==> config.mk <==
export PLATFORM = sky130hd
export DESIGN_NAME = bcd_ascii_tx
export DESIGN_NICKNAME = d
export VERILOG_FILES = /design/src/rtl/bcd_ascii_tx.sv
export SDC_FILE = /design/constraint.sdc
export NUM_CORES = 1
export LEC_CHECK = 0
export CORE_ASPECT_RATIO = 1.5
export CORE_MARGIN = 2
export CORE_UTILIZATION = 41
export CTS_CLUSTER_SIZE = 12
export DETAILED_ROUTE_END_ITERATION = 7
export PLACE_DENSITY = 0.67
export SLEW_MARGIN = 20
export SYNTH_ARGS = -nofsm -noshare
export SYNTH_HDL_FRONTEND = slang
export SYNTH_SLANG_ARGS = --single-unit
==> constraint.sdc <==
create_clock -name clk -period 2.7 [get_ports clk]
set_input_delay 0.54 -clock clk [delete_from_list [all_inputs] [get_ports clk]]
set_output_delay 0.54 -clock clk [all_outputs]
set_load 0.02 [all_outputs]
==> src/rtl/bcd_ascii_tx.sv <==
// bcd_ascii_tx: serialises a captured 4-digit packed BCD word as decimal ASCII
// bytes plus a line terminator over a valid/ready byte handshake.
// Optional feature: define BCD_TX_LZS_EN for leading-zero suppression.
//
// state | meaning
// IDLE  | waiting for a bcd strobe, no byte presented
// DIGIT | presenting the digit selected by idx_q
// TERM1 | presenting CR (TERM_CRLF=1) or space (TERM_CRLF=0)
// TERM2 | presenting LF (TERM_CRLF=1 only)
module bcd_ascii_tx #(
  parameter bit          TERM_CRLF = 1'b1,
  parameter int unsigned DROP_SAT  = 255
) (
  input  logic        clk,
  input  logic        nrst,
  input  logic        bcd_valid_i,
  input  logic [15:0] bcd_i,
  output logic [7:0]  tx_data_o,
  output logic        tx_valid_o,
  input  logic        tx_ready_i,
  output logic        busy_o,
  output logic        done_o,
  output logic [7:0]  drop_cnt_o
);

  typedef enum logic [1:0] {IDLE, DIGIT, TERM1, TERM2} state_t;

  localparam logic [7:0] TERM1_BYTE = TERM_CRLF ? 8'h0D : 8'h20;
  localparam logic [7:0] DROP_MAX   = 8'(DROP_SAT);

  state_t      state_q, state_d;
  logic [15:0] hold_q, hold_d;
  logic [1:0]  idx_q, idx_d;
  logic [7:0]  data_q, data_d;
  logic        done_q, done_d;
  logic [7:0]  drop_q, drop_d;
  logic [1:0]  start_idx;
  logic        accept;
  logic        strobe_ok;

  function automatic logic [7:0] ascii_of(input logic [3:0] n);
    return (n <= 4'd9) ? (8'h30 + {4'h0, n}) : 8'h3F;
  endfunction

  function automatic logic [3:0] nib(input logic [15:0] w, input logic [1:0] i);
    return w[{i, 2'b00} +: 4];
  endfunction

  // first digit to emit for the word being captured
  always_comb begin
`ifdef BCD_TX_LZS_EN
    if (bcd_i[15:12] != 4'h0)     start_idx = 2'd3;
    else if (bcd_i[11:8] != 4'h0) start_idx = 2'd2;
    else if (bcd_i[7:4] != 4'h0)  start_idx = 2'd1;
    else                          start_idx = 2'd0;
`else
    start_idx = 2'd3;
`endif
  end

  assign tx_valid_o = (state_q != IDLE);
  assign busy_o     = (state_q != IDLE);
  assign done_o     = done_q;
  assign tx_data_o  = data_q;
  assign drop_cnt_o = drop_q;
  assign accept     = tx_valid_o && tx_ready_i;
  // the done cycle still counts as busy for incoming strobes
  assign strobe_ok  = bcd_valid_i && (state_q == IDLE) && !done_q;

  // next-state, next byte and drop counting
  always_comb begin
    state_d = state_q;
    hold_d  = hold_q;
    idx_d   = idx_q;
    data_d  = data_q;
    done_d  = 1'b0;
    drop_d  = drop_q;
    if (bcd_valid_i && !strobe_ok && (drop_q != DROP_MAX)) drop_d = drop_q + 8'd1;
    case (state_q)
      IDLE: begin
        if (strobe_ok) begin
          hold_d  = bcd_i;
          idx_d   = start_idx;
          data_d  = ascii_of(nib(bcd_i, start_idx));
          state_d = DIGIT;
        end
      end
      DIGIT: begin
        if (accept) begin
          if (idx_q == 2'd0) begin
            state_d = TERM1;
            data_d  = TERM1_BYTE;
          end else begin
            idx_d  = idx_q - 2'd1;
            data_d = ascii_of(nib(hold_q, idx_q - 2'd1));
          end
        end
      end
      TERM1: begin
        if (accept) begin
          if (TERM_CRLF) begin
            state_d = TERM2;
            data_d  = 8'h0A;
          end else begin
            state_d = IDLE;
            done_d  = 1'b1;
          end
        end
      end
      TERM2: begin
        if (accept) begin
          state_d = IDLE;
          done_d  = 1'b1;
        end
      end
      default: state_d = IDLE;
    endcase
  end

  // state and datapath registers
  always_ff @(posedge clk or negedge nrst) begin
    if (!nrst) begin
      state_q <= IDLE;
      hold_q  <= 16'h0000;
      idx_q   <= 2'd0;
      data_q  <= 8'h00;
      done_q  <= 1'b0;
      drop_q  <= 8'h00;
    end else begin
      state_q <= state_d;
      hold_q  <= hold_d;
      idx_q   <= idx_d;
      data_q  <= data_d;
      done_q  <= done_d;
      drop_q  <= drop_d;
    end
  end

endmodule

==> results.json, run 1 <==
{
  "powerDensity_mw_per_mm2": 1270,
  "intPower_w": 0.00181,
  "grt_overflow": 0,
  "netlist_area_mm2": 0.00177,
  "coreArea_mm2": 0.00417,
  "crit_top_cell": "inv_1",
  "io_pins": 39,
  "finalHoldViolations": 0,
  "avgSynthCellArea_um2": 11.9,
  "cts.sinks": 34,
  "fmax_mhz": 428,
  "die_area_mm2": 0.00486,
  "drc_errors": 0,
  "power_w": 0.00286,
  "root_buffer": "clkbuf_8",
  "rr_startpoint": "state_q[0]",
  "pwr-share-comb_pct": 52.0,
  "grt_max_degree": 35,
  "ant_nets": 0,
  "slew_violations": 0,
  "vias": 1315,
  "initialDrtViolationCount": 28,
  "leakage_nw": 0.992,
  "synth_ff_type": "dfrtp_1",
  "io_buffers": 36,
  "final_cell_mix": "36 x clkdlybuf4s50_1, 34 x dfrtp_1, 19 x mux2_2, 9 x nand2_1, 9 x nor2_1",
  "row_count": 29,
  "arrival_ps": 1790,
  "first_global_vias": 1371,
  "synth_cell_types": 39,
  "crit_chain": "inv_1 -> ha_1 -> inv_1 -> clkdlybuf4s50_1",
  "async_flop_share_pct": 100,
  "fin_crit_sh_pct": 86.5,
  "slowest_delay_ps": 600,
  "tns_ps": 0,
  "setup_viol": 0,
  "critPathRequiredTime_ps": 2160,
  "layout-drive-gt1-share_pct": 18.6,
  "max-cap-violations": 0,
  "diodes": 0,
  "worst-r2r-cell-count": 6,
  "whs_ps": 501,
  "cts-resized-gates": 0,
  "p_switching_w": 0.00105,
  "end_kind": "primary output",
  "timing.critical_path.fanout_max": 5,
  "start_kind": "flop",
  "hold_end": "drop_cnt_o[6]",
  "timing.rr.end": "tx_data_o[1]",
  "syn2layout_area_growth_pct": 28.0,
  "fin_skew_ps": 8.73,
  "nets": 215,
  "synth_area_leaders": "dfrtp_1 48%, mux2_2 12%, ha_1 5.7%",
  "firstDrtPassIters": 5,
  "start_util_pct": 42.3,
  "clkTransAtPathRegs_ps": 70,
  "gp_congestion": 0.782,
  "min_period_ps": 2330,
  "grt.total_usage_pct": 16.2,
  "switching_share_pct": 36.8,
  "ys_ff_latch": 34,
  "synth_area_leader_cell": "dfrtp_1",
  "syn_inst": 148,
  "synth_edf_count": 0,
  "min_from": "drop_cnt_o[6]",
  "fillCellCount": 373,
  "grt_pass1_wl_mm": 6.22,
  "cp_num_buf_inv": 3,
  "synthesis.yosys.warnings": 0,
  "crit_family": "buffers and inverters",
  "yosysTopAreaCellShare_pct": 48.2,
  "cts_buffers": 5,
  "outcome": "finished, final reports clean",
  "ir_drop_mv": 0.839,
  "clock_latency_ps": 280,
  "min-delay-path-class": "reg -> reg",
  "p_clk_share_pct": 16.0,
  "hold_buffers": 0,
  "final_common_cell": "clkdlybuf4s50_1",
  "die_y_um": 84.4,
  "rsz0062_at_grt": "false",
  "placed_cell_area_mm2": 0.00215,
  "dp_hpwl_mm": 2.74,
  "rrSetupSlack_ps": 660,
  "via_per_inst": 5.62,
  "clk_path_buf_depth": 2,
  "seq_area_frac_synth_pct": 48.2,
  "wire_per_inst_um": 15.2,
  "cts_setup_buffers": 0,
  "antenna_found_initial": 0,
  "die_w_um": 57.6,
  "crit_slowest_cell": "clkdlybuf4s50_1",
  "crit_type": "reg -> out",
  "cts_htree_levels": 2,
  "cts_tree": "yes",
  "seqPwrFrac_pct": 32.1,
  "wl_mm": 3.55,
  "fin_area_mm2": 0.00226,
  "worst_hold_path.num_cells": 1
}
==> layer usage <==
layer  wire length [um]  part of all wire [%]  track usage, %
met5                  0                     0               0
met4                 53                   1.5            6.13
met3                198                   5.6            3.08
met1               1350                    38            18.2
met2               1950                    55            29.3
==> synthesized netlist by cell type (2+ instances only) <==
cell / count
mux2_2: 19
dfrtp_1: 34
mux4_2: 3
xnor2_1: 4
o2111ai_1: 2
a22oi_1: 2
o21ai_0: 4
o211ai_1: 2
inv_1: 7
ha_1: 8
buf_4: 4
xor2_1: 3
nand3_1: 2
nor2_1: 9
a21oi_1: 5
nand2b_1: 2
nand4_1: 2
and3_1: 4
nand2_1: 9
buf_2: 3
a31oi_1: 2
==> area by class of cell <==
cell class | count | area, um2 | share of cell area, %
sequential | 34 | 851 | 37.6
multi-input combinational | 100 | 837 | 37.0
timing repair buffer | 39 | 383 | 16.9
clock buffer | 7 | 76.3 | 3.38
tap | 46 | 57.6 | 2.55
clock inverter | 1 | 30.0 | 1.33
inverter | 7 | 26.3 | 1.16
==> registers in the layout, summed over array words and instances (netlist names) <==
name / count
hold_q: 16
tx_data_o: 5
drop_cnt_o: 8
done_o: 1
state_q: 2
idx_q: 2
==> kinds of logic after synthesis <==
kind of cell | after synthesis | synth area share (%)
compound gates | 27 | 10.8
xor+xnor | 7 | 3.47
fa+ha+maj | 8 | 5.67
buf+inv | 15 | 4.67
flops | 34 | 48.2
mux | 25 | 18.8
other cells | 1 | 0.212
simple gates | 31 | 8.21
==> stage by stage <==
stage	setup slack (ps)	std cells	utilization [%]
detailed placement	541	226	51.6
global placement	592	226	51.6
global route	255	234	54.2
finish	366	234	54.2
CTS	338	234	54.2
floorplan	835	149	-
==> worst max path at each step <==
stage | from | endpoint | slack, ps | depth (start not counted)
2_1_floorplan | idx_q[0] | tx_data_o[2] | 830 | 7
3_3_place_gp | tx_ready_i | tx_data_o[3] | 590 | 5
3_5_place_dp | tx_ready_i | tx_data_o[3] | 540 | 5
4_1_cts | state_q[0] | tx_valid_o | 340 | 4
5_1_grt | state_q[0] | tx_valid_o | 250 | 4
6_report | state_q[0] | tx_valid_o | 370 | 4
==> worst reg2reg max path: stages (launching register included) <==
cell	delay, ps
dfrtp_1	420
inv_1	110
ha_1	270
nand2b_1	210
a21oi_1	240
and3_1	310
mux2_2	360
==> power by group through the flow <==
| stage | Combinational [W] | Sequential, W | Clock, W |
|---|---|---|---|
| 6_report | 0.00149 | 0.000917 | 0.000457 |
| 4_1_cts | 0.00150 | 0.000920 | 0.000468 |
| 3_5_place_dp | 0.00149 | 0.000928 | 0 |
| 5_1_grt | 0.00162 | 0.000959 | 0.000492 |
| 2_1_floorplan | 0.000998 | 0.000980 | 0 |
| 3_3_place_gp | 0.00143 | 0.000908 | 0 |
Power figures use the tool's default switching activity.
==> run 2, diff against run 1 <==
--- a/config.mk
+++ b/config.mk
@@ -11,6 +11,7 @@
 export CTS_CLUSTER_SIZE = 12
 export DETAILED_ROUTE_END_ITERATION = 7
 export PLACE_DENSITY = 0.67
+export SKIP_LAST_GASP = 1
 export SLEW_MARGIN = 20
 export SYNTH_ARGS = -nofsm -noshare
 export SYNTH_HDL_FRONTEND = slang
==> results of run 2 <==
Final layout, timing and power as in run 1 (identical DEF).
